`src/rtl/rom_fetch_pkg.sv`:
```
// ---------------------------------------------------------------------------
// rom_fetch_pkg
// Shared types and constants for the ROM fetch reader.
//   state_t        : fetch FSM states (TURN is only reachable when the
//                    ROM_FETCH_TURNAROUND_EN macro is defined)
//   fetch_entry_t  : prefetch FIFO entry (fetched word + its address) at the
//                    default widths; the reader builds the same layout from
//                    its own parameters
//   WAIT_W         : width of the access wait counter (WAIT_CYCLES 0..15)
// ---------------------------------------------------------------------------
package rom_fetch_pkg;

    localparam int WIDTH_DEF      = 8;
    localparam int DEPTH_DEF      = 5;
    localparam int FIFO_DEPTH_DEF = 4;
    localparam int WAIT_W         = 4;

    typedef enum logic [1:0] {
        IDLE   = 2'd0,
        ACCESS = 2'd1,
        TURN   = 2'd2
    } state_t;

    typedef struct packed {
        logic [WIDTH_DEF-1:0] word;
        logic [DEPTH_DEF-1:0] addr;
    } fetch_entry_t;

endpackage

```
`src/rtl/rom_fetch_fifo.sv`:
```
// ---------------------------------------------------------------------------
// rom_fetch_fifo
// Synchronous show-ahead FIFO holding prefetched words with their addresses.
// The head entry is visible on rd_data whenever empty is low; rd_en pops it.
// flush empties the FIFO and wins over a same-cycle write or pop.
//   clk, rst   : clock, asynchronous active-high reset
//   flush      : discard all entries
//   wr_en      : push wr_data
//   wr_data    : entry to push
//   rd_en      : pop the head entry
//   rd_data    : head entry (combinational)
//   count      : number of stored entries
//   full/empty : occupancy flags
// ---------------------------------------------------------------------------
module rom_fetch_fifo
    import rom_fetch_pkg::*;
#(
    parameter type entry_t    = fetch_entry_t,
    parameter int  FIFO_DEPTH = FIFO_DEPTH_DEF,
    localparam int PTR_W      = $clog2(FIFO_DEPTH),
    localparam int CNT_W      = PTR_W + 1
) (
    input  logic             clk,
    input  logic             rst,
    input  logic             flush,
    input  logic             wr_en,
    input  entry_t           wr_data,
    input  logic             rd_en,
    output entry_t           rd_data,
    output logic [CNT_W-1:0] count,
    output logic             full,
    output logic             empty
);

    entry_t           mem [FIFO_DEPTH];
    logic [PTR_W-1:0] wr_ptr;
    logic [PTR_W-1:0] rd_ptr;
    logic             do_wr;
    logic             do_rd;

    assign empty   = (count == '0);
    assign full    = (count == CNT_W'(FIFO_DEPTH));
    assign do_wr   = wr_en && !full;
    assign do_rd   = rd_en && !empty;
    assign rd_data = mem[rd_ptr];

    // Pointers wrap naturally because FIFO_DEPTH is a power of two.
    always_ff @(posedge clk or posedge rst) begin
        if (rst) begin
            wr_ptr <= '0;
            rd_ptr <= '0;
            count  <= '0;
            // NOTE: storage is reset too so the head word reads as zero after
            // reset; this only works because the FIFO is a few flops deep.
            for (int i = 0; i < FIFO_DEPTH; i++) begin
                mem[i] <= '0;
            end
        end else if (flush) begin
            wr_ptr <= '0;
            rd_ptr <= '0;
            count  <= '0;
        end else begin
            if (do_wr) begin
                mem[wr_ptr] <= wr_data;
                wr_ptr      <= wr_ptr + 1'b1;
            end
            if (do_rd) begin
                rd_ptr <= rd_ptr + 1'b1;
            end
            case ({do_wr, do_rd})
                2'b10:   count <= count + 1'b1;
                2'b01:   count <= count - 1'b1;
                default: count <= count;
            endcase
        end
    end

endmodule

```
`src/rtl/rom_fetch_reader.sv`:
```
// ---------------------------------------------------------------------------
// rom_fetch_reader
// Fetches words from an asynchronous ROM and queues them, with their
// addresses, in a show-ahead prefetch FIFO for the decode stage.
// Configuration macro: ROM_FETCH_TURNAROUND_EN -- when defined, one TURN
// cycle with the chip deselected follows every capture.
//   clk, rst    : clock, asynchronous active-high reset
//   en          : fetch enable
//   start       : one-cycle pulse: flush FIFO, abort access, pc <= start_addr
//   start_addr  : new fetch address
//   rom_addr    : memory address (always the fetch pc)
//   rom_oe      : memory output enable, active-high
//   rom_cs      : memory chip select, active-low
//   rom_data    : memory data bus
//   instr       : word at the FIFO head
//   instr_addr  : address of the FIFO head word
//   valid       : FIFO non-empty
//   ready       : consumer takes the head word when valid is high
// ---------------------------------------------------------------------------
module rom_fetch_reader
    import rom_fetch_pkg::*;
#(
    parameter int WIDTH       = WIDTH_DEF,
    parameter int DEPTH       = DEPTH_DEF,
    parameter int WAIT_CYCLES = 1,
    parameter int FIFO_DEPTH  = FIFO_DEPTH_DEF
) (
    input  logic             clk,
    input  logic             rst,
    input  logic             en,
    input  logic             start,
    input  logic [DEPTH-1:0] start_addr,
    output logic [DEPTH-1:0] rom_addr,
    output logic             rom_oe,
    output logic             rom_cs,
    input  logic [WIDTH-1:0] rom_data,
    output logic [WIDTH-1:0] instr,
    output logic [DEPTH-1:0] instr_addr,
    output logic             valid,
    input  logic             ready
);

    localparam int CNT_W = $clog2(FIFO_DEPTH) + 1;

    typedef struct packed {
        logic [WIDTH-1:0] word;
        logic [DEPTH-1:0] addr;
    } entry_t;

    state_t            state;
    logic [DEPTH-1:0]  pc;
    logic [WAIT_W-1:0] wait_cnt;
    logic              pop;
    logic              capture;
    logic              fifo_full;
    logic              fifo_empty;
    logic [CNT_W-1:0]  fifo_count;
    entry_t            wr_entry;
    entry_t            head;

    assign rom_addr   = pc;
    assign valid      = !fifo_empty;
    assign pop        = valid && ready;
    assign instr      = head.word;
    assign instr_addr = head.addr;

    // START aborts the access, so the word on the bus is never captured.
    assign capture  = (state == ACCESS) && (wait_cnt == '0) && !start;
    assign wr_entry = '{word: rom_data, addr: pc};

`ifndef ROM_FETCH_TURNAROUND_EN
    // Occupancy after this cycle's capture and pop decides whether the next
    // access can start right away with CS held low.
    logic [CNT_W-1:0] next_count;
    logic             keep_fetching;

    assign next_count    = fifo_count + CNT_W'(1) - CNT_W'(pop);
    assign keep_fetching = en && (next_count < CNT_W'(FIFO_DEPTH));
`endif

    // NOTE: state, pc, counter and the CS/OE pins live in one clocked block
    // with non-blocking assignments, so every output is a clean flop and the
    // async reset deselects the ROM immediately.
    always_ff @(posedge clk or posedge rst) begin
        if (rst) begin
            state    <= IDLE;
            pc       <= '0;
            wait_cnt <= '0;
            rom_cs   <= 1'b1;
            rom_oe   <= 1'b0;
        end else if (start) begin
            state    <= IDLE;
            pc       <= start_addr;
            wait_cnt <= '0;
            rom_cs   <= 1'b1;
            rom_oe   <= 1'b0;
        end else begin
            case (state)
                IDLE, TURN: begin
                    if (en && !fifo_full) begin
                        state    <= ACCESS;
                        wait_cnt <= WAIT_W'(WAIT_CYCLES);
                        rom_cs   <= 1'b0;
                        rom_oe   <= 1'b1;
                    end else begin
                        state <= IDLE;
                    end
                end
                ACCESS: begin
                    if (wait_cnt != '0) begin
                        wait_cnt <= wait_cnt - 1'b1;
                    end else begin
                        pc <= pc + 1'b1;
`ifdef ROM_FETCH_TURNAROUND_EN
                        state  <= TURN;
                        rom_cs <= 1'b1;
                        rom_oe <= 1'b0;
`else
                        if (keep_fetching) begin
                            wait_cnt <= WAIT_W'(WAIT_CYCLES);
                        end else begin
                            state  <= IDLE;
                            rom_cs <= 1'b1;
                            rom_oe <= 1'b0;
                        end
`endif
                    end
                end
                default: begin
                    state  <= IDLE;
                    rom_cs <= 1'b1;
                    rom_oe <= 1'b0;
                end
            endcase
        end
    end

    rom_fetch_fifo #(
        .entry_t    (entry_t),
        .FIFO_DEPTH (FIFO_DEPTH)
    ) u_fifo (
        .clk     (clk),
        .rst     (rst),
        .flush   (start),
        .wr_en   (capture),
        .wr_data (wr_entry),
        .rd_en   (pop),
        .rd_data (head),
        .count   (fifo_count),
        .full    (fifo_full),
        .empty   (fifo_empty)
    );

endmodule

```
`config.mk`:
```
export PLATFORM = sky130hd
export DESIGN_NAME = rom_fetch_reader
export DESIGN_NICKNAME = d
export VERILOG_FILES = /design/src/rtl/rom_fetch_pkg.sv /design/src/rtl/rom_fetch_fifo.sv /design/src/rtl/rom_fetch_reader.sv
export SDC_FILE = /design/constraint.sdc
export NUM_CORES = 1
export LEC_CHECK = 0
export CAP_MARGIN = 20
export CORE_MARGIN = 3
export CORE_UTILIZATION = 51
export DETAILED_ROUTE_END_ITERATION = 6
export MAX_ROUTING_LAYER = met4
export PLACE_DENSITY = 0.76
export SYNTH_ARGS = -nofsm -noshare
export SYNTH_HDL_FRONTEND = slang
export SYNTH_HIERARCHICAL = 1
export SYNTH_SLANG_ARGS = --single-unit
```
`constraint.sdc`:
```
create_clock -name clk -period 3.25 [get_ports clk]
set_clock_uncertainty 0.2 [all_clocks]
set_input_delay 0.65 -clock clk [delete_from_list [all_inputs] [get_ports clk]]
set_output_delay 0.65 -clock clk [all_outputs]
set_load 0.005 [all_outputs]
```
Word level (Yosys, flattened, before mapping)
Index checks and enable logic that the tools add are counted.
{"block": "op_classes", "n_bitwise": 3, "eq_ne": 10, "muxes": 35, "order_cmp": 4, "add_sub_neg": 7, "reduce_logical": 26}
{"op": "$bwmux 52", "count": 1}
{"op": "$mux 13", "count": 3}
{"op": "$bmux 13 s2", "count": 1}
{"op": "$demux 13 s2", "count": 1}
{"op": "$mux 4", "count": 4}
{"op": "$mux 5", "count": 3}
{"op": "$mux 2", "count": 7}
{"op": "$mux 1", "count": 9}
{"op": "$ne 3x3->1 const B", "count": 3}
{"op": "$logic_and 1x1->1", "count": 8}
{"op": "$pmux 4 s2", "count": 1}
{"op": "$ge 3x3->1 const B", "count": 2}
{"op": "$not 2->3", "count": 2}
{"op": "$pmux 3 s2", "count": 1}
{"op": "$reduce_and 2->1", "count": 3}
{"op": "$reduce_and 3->1", "count": 2}
{"op": "$reduce_bool 2->1", "count": 3}
{"op": "$reduce_bool 3->1", "count": 2}
{"op": "$add 5x1->5 const B", "count": 1}
{"op": "$add 2x1->2 const B", "count": 2}
{"op": "$eq 2x1->1 const B", "count": 2}
{"op": "$eq 2x2->1 const B", "count": 2}
{"op": "$logic_not 4->1", "count": 1}
{"op": "$ne 4x3->1 const B", "count": 1}
{"op": "17 further kinds", "count": 20}
{"block": "totals", "inputBits": 18, "out_inout_bits": 21, "word_cells": 101, "ff_bits": 72}

Depth between registers and ports, before layout
{"block": "logic_depth", "word_depth": 10, "depth_mapped": 11}

By module
Netlist, hierarchy kept.
{"module": "rom_fetch_fifo", "area_per_inst_um2": 2815.2, "cells_each": 189, "instances": 1, "seq_area_each_um2": 1476.4}
{"module": "rom_fetch_reader", "area_per_inst_um2": 728.2, "cells_each": 78, "instances": 1, "seq_area_each_um2": 301.5}

Worst setup path before layout
OpenSTA, ideal clock, no wires.
{"block": "synth_timing", "path_type": "register -> register", "startpoint": "register wait_cnt[0]", "endpoint": "register u_fifo.count[1]", "arrival_time_ns": 2.789, "setup_ns": 0.086, "slack_ns": 0.175, "path_stages_with_launch": 12, "path_buffers": 1, "synth_period_minus_slack_ns": 3.075, "path_cell_list": "dfrtp_1 > inv_1 > ha_1 > or3b_4 > or2_4 > nor2_1 > clkbuf_1 > a21oi_1 > fa_1 > nand2_1 > o31a_1 > nor3_1"}
{"block": "synth_via", "elab_chain_cells": 7, "word_cells_on_any_way": 9, "cone_classes": "eq/ne (2); mux (2); reduce/logical (5)"}
{"element": "from (decl)", "line_no": "rom_fetch_reader.sv:52", "source": "logic [WAIT_W-1:0] wait_cnt;"}
{"element": "from (signal assigned)", "line_no": "rom_fetch_reader.sv:102", "source": "wait_cnt <= WAIT_W'(WAIT_CYCLES);"}
{"element": "from (signal assigned)", "line_no": "rom_fetch_reader.sv:111", "source": "wait_cnt <= wait_cnt - 1'b1;"}
{"element": "from (signal assigned)", "line_no": "rom_fetch_reader.sv:120", "source": "wait_cnt <= WAIT_W'(WAIT_CYCLES);"}
{"element": "$logic_not 4->1 *", "line_no": "rom_fetch_reader.sv:68", "source": "assign capture = (state == ACCESS) && (wait_cnt == '0) && !start;"}
{"element": "$logic_and 1x1->1 * (2 in a row)", "line_no": "rom_fetch_reader.sv:68"}
{"element": "net capture", "line_no": "rom_fetch_reader.sv:54", "source": "logic capture;"}
{"element": "$logic_and 1x1->1 *", "line_no": "rom_fetch_fifo.sv:43", "source": "assign do_wr = wr_en && !full;"}
{"element": "$eq 2x1->1 / $eq 2x2->1 (equally long branches)", "line_no": "rom_fetch_fifo.sv:70", "source": "case ({do_wr, do_rd})"}
{"element": "$pmux 3 s2", "line_no": "rom_fetch_fifo.sv:70"}
{"element": "$mux 3", "line_no": "rom_fetch_fifo.sv:58", "source": "end else if (flush) begin"}
{"element": "to (signal assigned)", "line_no": "rom_fetch_fifo.sv:71", "source": "2'b10: count <= count + 1'b1;"}
{"element": "to (signal assigned)", "line_no": "rom_fetch_fifo.sv:72", "source": "2'b01: count <= count - 1'b1;"}
{"element": "to (signal assigned)", "line_no": "rom_fetch_fifo.sv:73", "source": "default: count <= count;"}
{"element": "to (decl)", "line_no": "rom_fetch_fifo.sv:30", "source": "output logic [CNT_W-1:0] count,"}
Mark *: on every way through the listed nets, which the timed path passes. The rest lies on a longest branch.
A chain may end at the register's enable or synchronous reset.

Final worst setup path
Same ends and word-level chain as after synthesis.

==> run metrics <==
r2r endpoint u_fifo/count[1]; worst-skew pair later-pin latency 0.34 ns; Max Slew Vio Count 0; post-route minimum period 2.99 ns; setup tns final 0 ns; #FFs+latches synth 71; DRC Markers 0; Area Growth Syn to Fin 19.6%; crit path kind flip-flop to flip-flop; Unique masters post-synth 48; HPWL after DPL 4.70 mm; Vias 2238; CP Launch Type flip-flop; number of synthesized flops with an enable pin 0; CTS tree built; DIE HEIGHT 89.4 um; initial antenna violation count 0; XOR/XNOR share of the synthesized area 0.0198; DP Cell Count 382; fill cell count 481; cts bufs inserted 9; R2R Path Start wait_cnt[0]; PortBufs 38; Design Power 2460 uW; final setup fails 0; Post-CTS Setup Inserts 0; starting density of the core 0.543; largest family of logic cells by synthesized area multiplexers; maximum VDD drop 0.000267 V; final core occ 0.649; clock tree buffer depth 2; FP Rows 29; compound-cell area share of the yosys netlist 0.0505; Worst Path Max Fanout 5; CTS H-Tree Depth 3; f_max 334 MHz; Core Area 0.00653 mm2; Global Route Usage Sum 0.193; first-pass GRT wire length 11.2 mm; commonest non-fill, non-tap cell in the layout dfrtp_1; Hold Buf Count CTS 0; Clk Tree Root Cell clkbuf_8; RSZ-0062 raised after global routing false; Final #Nets 342; Pwr Density 581 mW/mm2; P_leak 0.00193 uW; R2R cell count 10; WP data arrival 3.06 ns; Final Hold Viols 0; Syn Area/Cell 13.3 um2; Worst slew margin 0.657; worst setup path startpoint wait_cnt[0]; status complete, no violations; Vias/cell 5.62; Post-Syn Nets 293; non-filler instance count after layout 398; # Max-Cap Violations 0; Synth Area in Simple Gates 0.0939; WP data required 3.31 ns; DIE AREA 0.00798 mm2; grt met2 use 0.301; GRT Max-Usage Layer met2; gpl congestion 0.802; Adder-Cell Fraction of Synth Area 0.0304; Synth Instances 267; Hold Path Class flip-flop to flip-flop; Syn. warnings 6; n_diodes 0; WL/cell 16.6 um; vias in the first global route 2308; Critical path destination u_fifo/count[1]; main flop type after synthesis dfrtp_1; boundary pin count 39; final wirelength 6.62 mm; multiplexer share of the synthesized area 0.266; fin crit share 0.922; initial detailed-routing violation count 94; Slew @ Worst Pin 0.513 ns; Global Route met1 Usage 0.254; layout cell share with drive strength beyond 1 0.340; largest net degree at the start of global routing 27; post-CTS resize count 0; Async SR Flop Fraction 1.00; Sink Count 71; reg2reg setup slack 0.26 ns; CP endpoint kind flip-flop; Post-Syn Area 0.00354 mm2; global route overflow 0; hold-critical path depth 1; antenna-violating nets left 0; die width 89.4 um; Clock transition at path regs 0.08 ns; sequential fraction of the synthesis area 0.502; WHS 0.303 ns; met3 usage 0.0304; most frequent cells in the layout 70 x dfrtp_1, 51 x mux2_2, 38 x clkdlybuf4s50_1; DR pass1 iterations 5
## synthesized netlist by cell type (all sizes together) (2+ instances only)
cell    number  area, um2
or2          3       21.3
clkbuf       6       22.5
nand3        2       10.0
inv         11       41.3
nand2b       4       25.0
buf          8       70.1
mux2        54        619
ha           7       87.6
nor2        15       56.3
o21ai        9       45.0
mux2i        3       30.0
nor3         5       25.0
a31oi        2       18.8
dfrtp       70       1750
xor2         3       26.3
nand4        3       18.8
or3          2       18.8
nand2       15       56.3
mux4        13        293
a21oi        6       30.0
or3b         2       20.0
nor3b        2       37.5
xnor2        5       43.8
## per-stage QoR
stage	worst slack, ns	area (um2)
floorplan	0.175	3540
global placement	0.372	4030
detailed placement	0.285	4030
CTS	0.240	4240
global route	0.0527	4240
finish	0.255	4240
## cell families (layout without fill, tap and decap cells)
kind of cell	after synthesis	in the layout
and+or+nand+nor	58	58
muxes	70	70
adders and majority gates	8	8
DFF	71	71
buffers and inverters	25	79
xor gates and xnor gates	8	8
AOI/OAI and AO/OA	27	27
## layout make-up
type	instances	area (um2)	area share
clock buffer	10	138	0.0325
clock inverter	6	68.8	0.0162
inverter	11	41.3	0.00974
multi-input combinational	171	1630	0.385
sequential	71	1780	0.419
tap	77	96.3	0.0227
timing repair buffer	52	485	0.115
## registers in the layout (all words and copies together) (netlist names)
signal and flops:
u_fifo/count 3, state 1, rom_oe 1, wait_cnt 4, rom_addr 5, u_fifo/rd_ptr 2
rom_cs 1, u_fifo/mem 52, u_fifo/wr_ptr 2
## critical path, stage by stage (launching register included)
cell and delay (ns):
dfrtp_1 0.40, inv_1 0.11, ha_1 0.20, or3b_4 0.40
or2_4 0.26, nor2_1 0.21, a21oi_1 0.12, fa_1 0.53
nand2_1 0.06, o31a_1 0.27, nor3_1 0.16
## layer usage
metal  vias to the layer above  share of wire
met5                         -              0
met4                         0          0.020
met3                        10          0.029
met2                        41           0.49
met1                      1127           0.46
li1                       1060              -
## power breakdown
| part | internal [uW] | total [uW] | switching (uW) |
|---|---|---|---|
| registers | 1010 | 1100 | 89.2 |
| clock network | 379 | 727 | 348 |
| logic | 414 | 629 | 216 |
## how the worst min path moves through the flow
stage	slack, ns	startpoint	endpoint
4_1_cts	0.31	u_fifo/mem[32]	u_fifo/mem[32]
2_1_floorplan	0.27	u_fifo/mem[22]	u_fifo/mem[22]
6_report	0.30	u_fifo/mem[33]	u_fifo/mem[33]
5_1_grt	0.32	u_fifo/mem[29]	u_fifo/mem[29]
3_3_place_gp	0.28	u_fifo/mem[36]	u_fifo/mem[36]
3_5_place_dp	0.29	u_fifo/mem[32]	u_fifo/mem[32]
No activity file was read; power rests on OpenSTA's default activity.
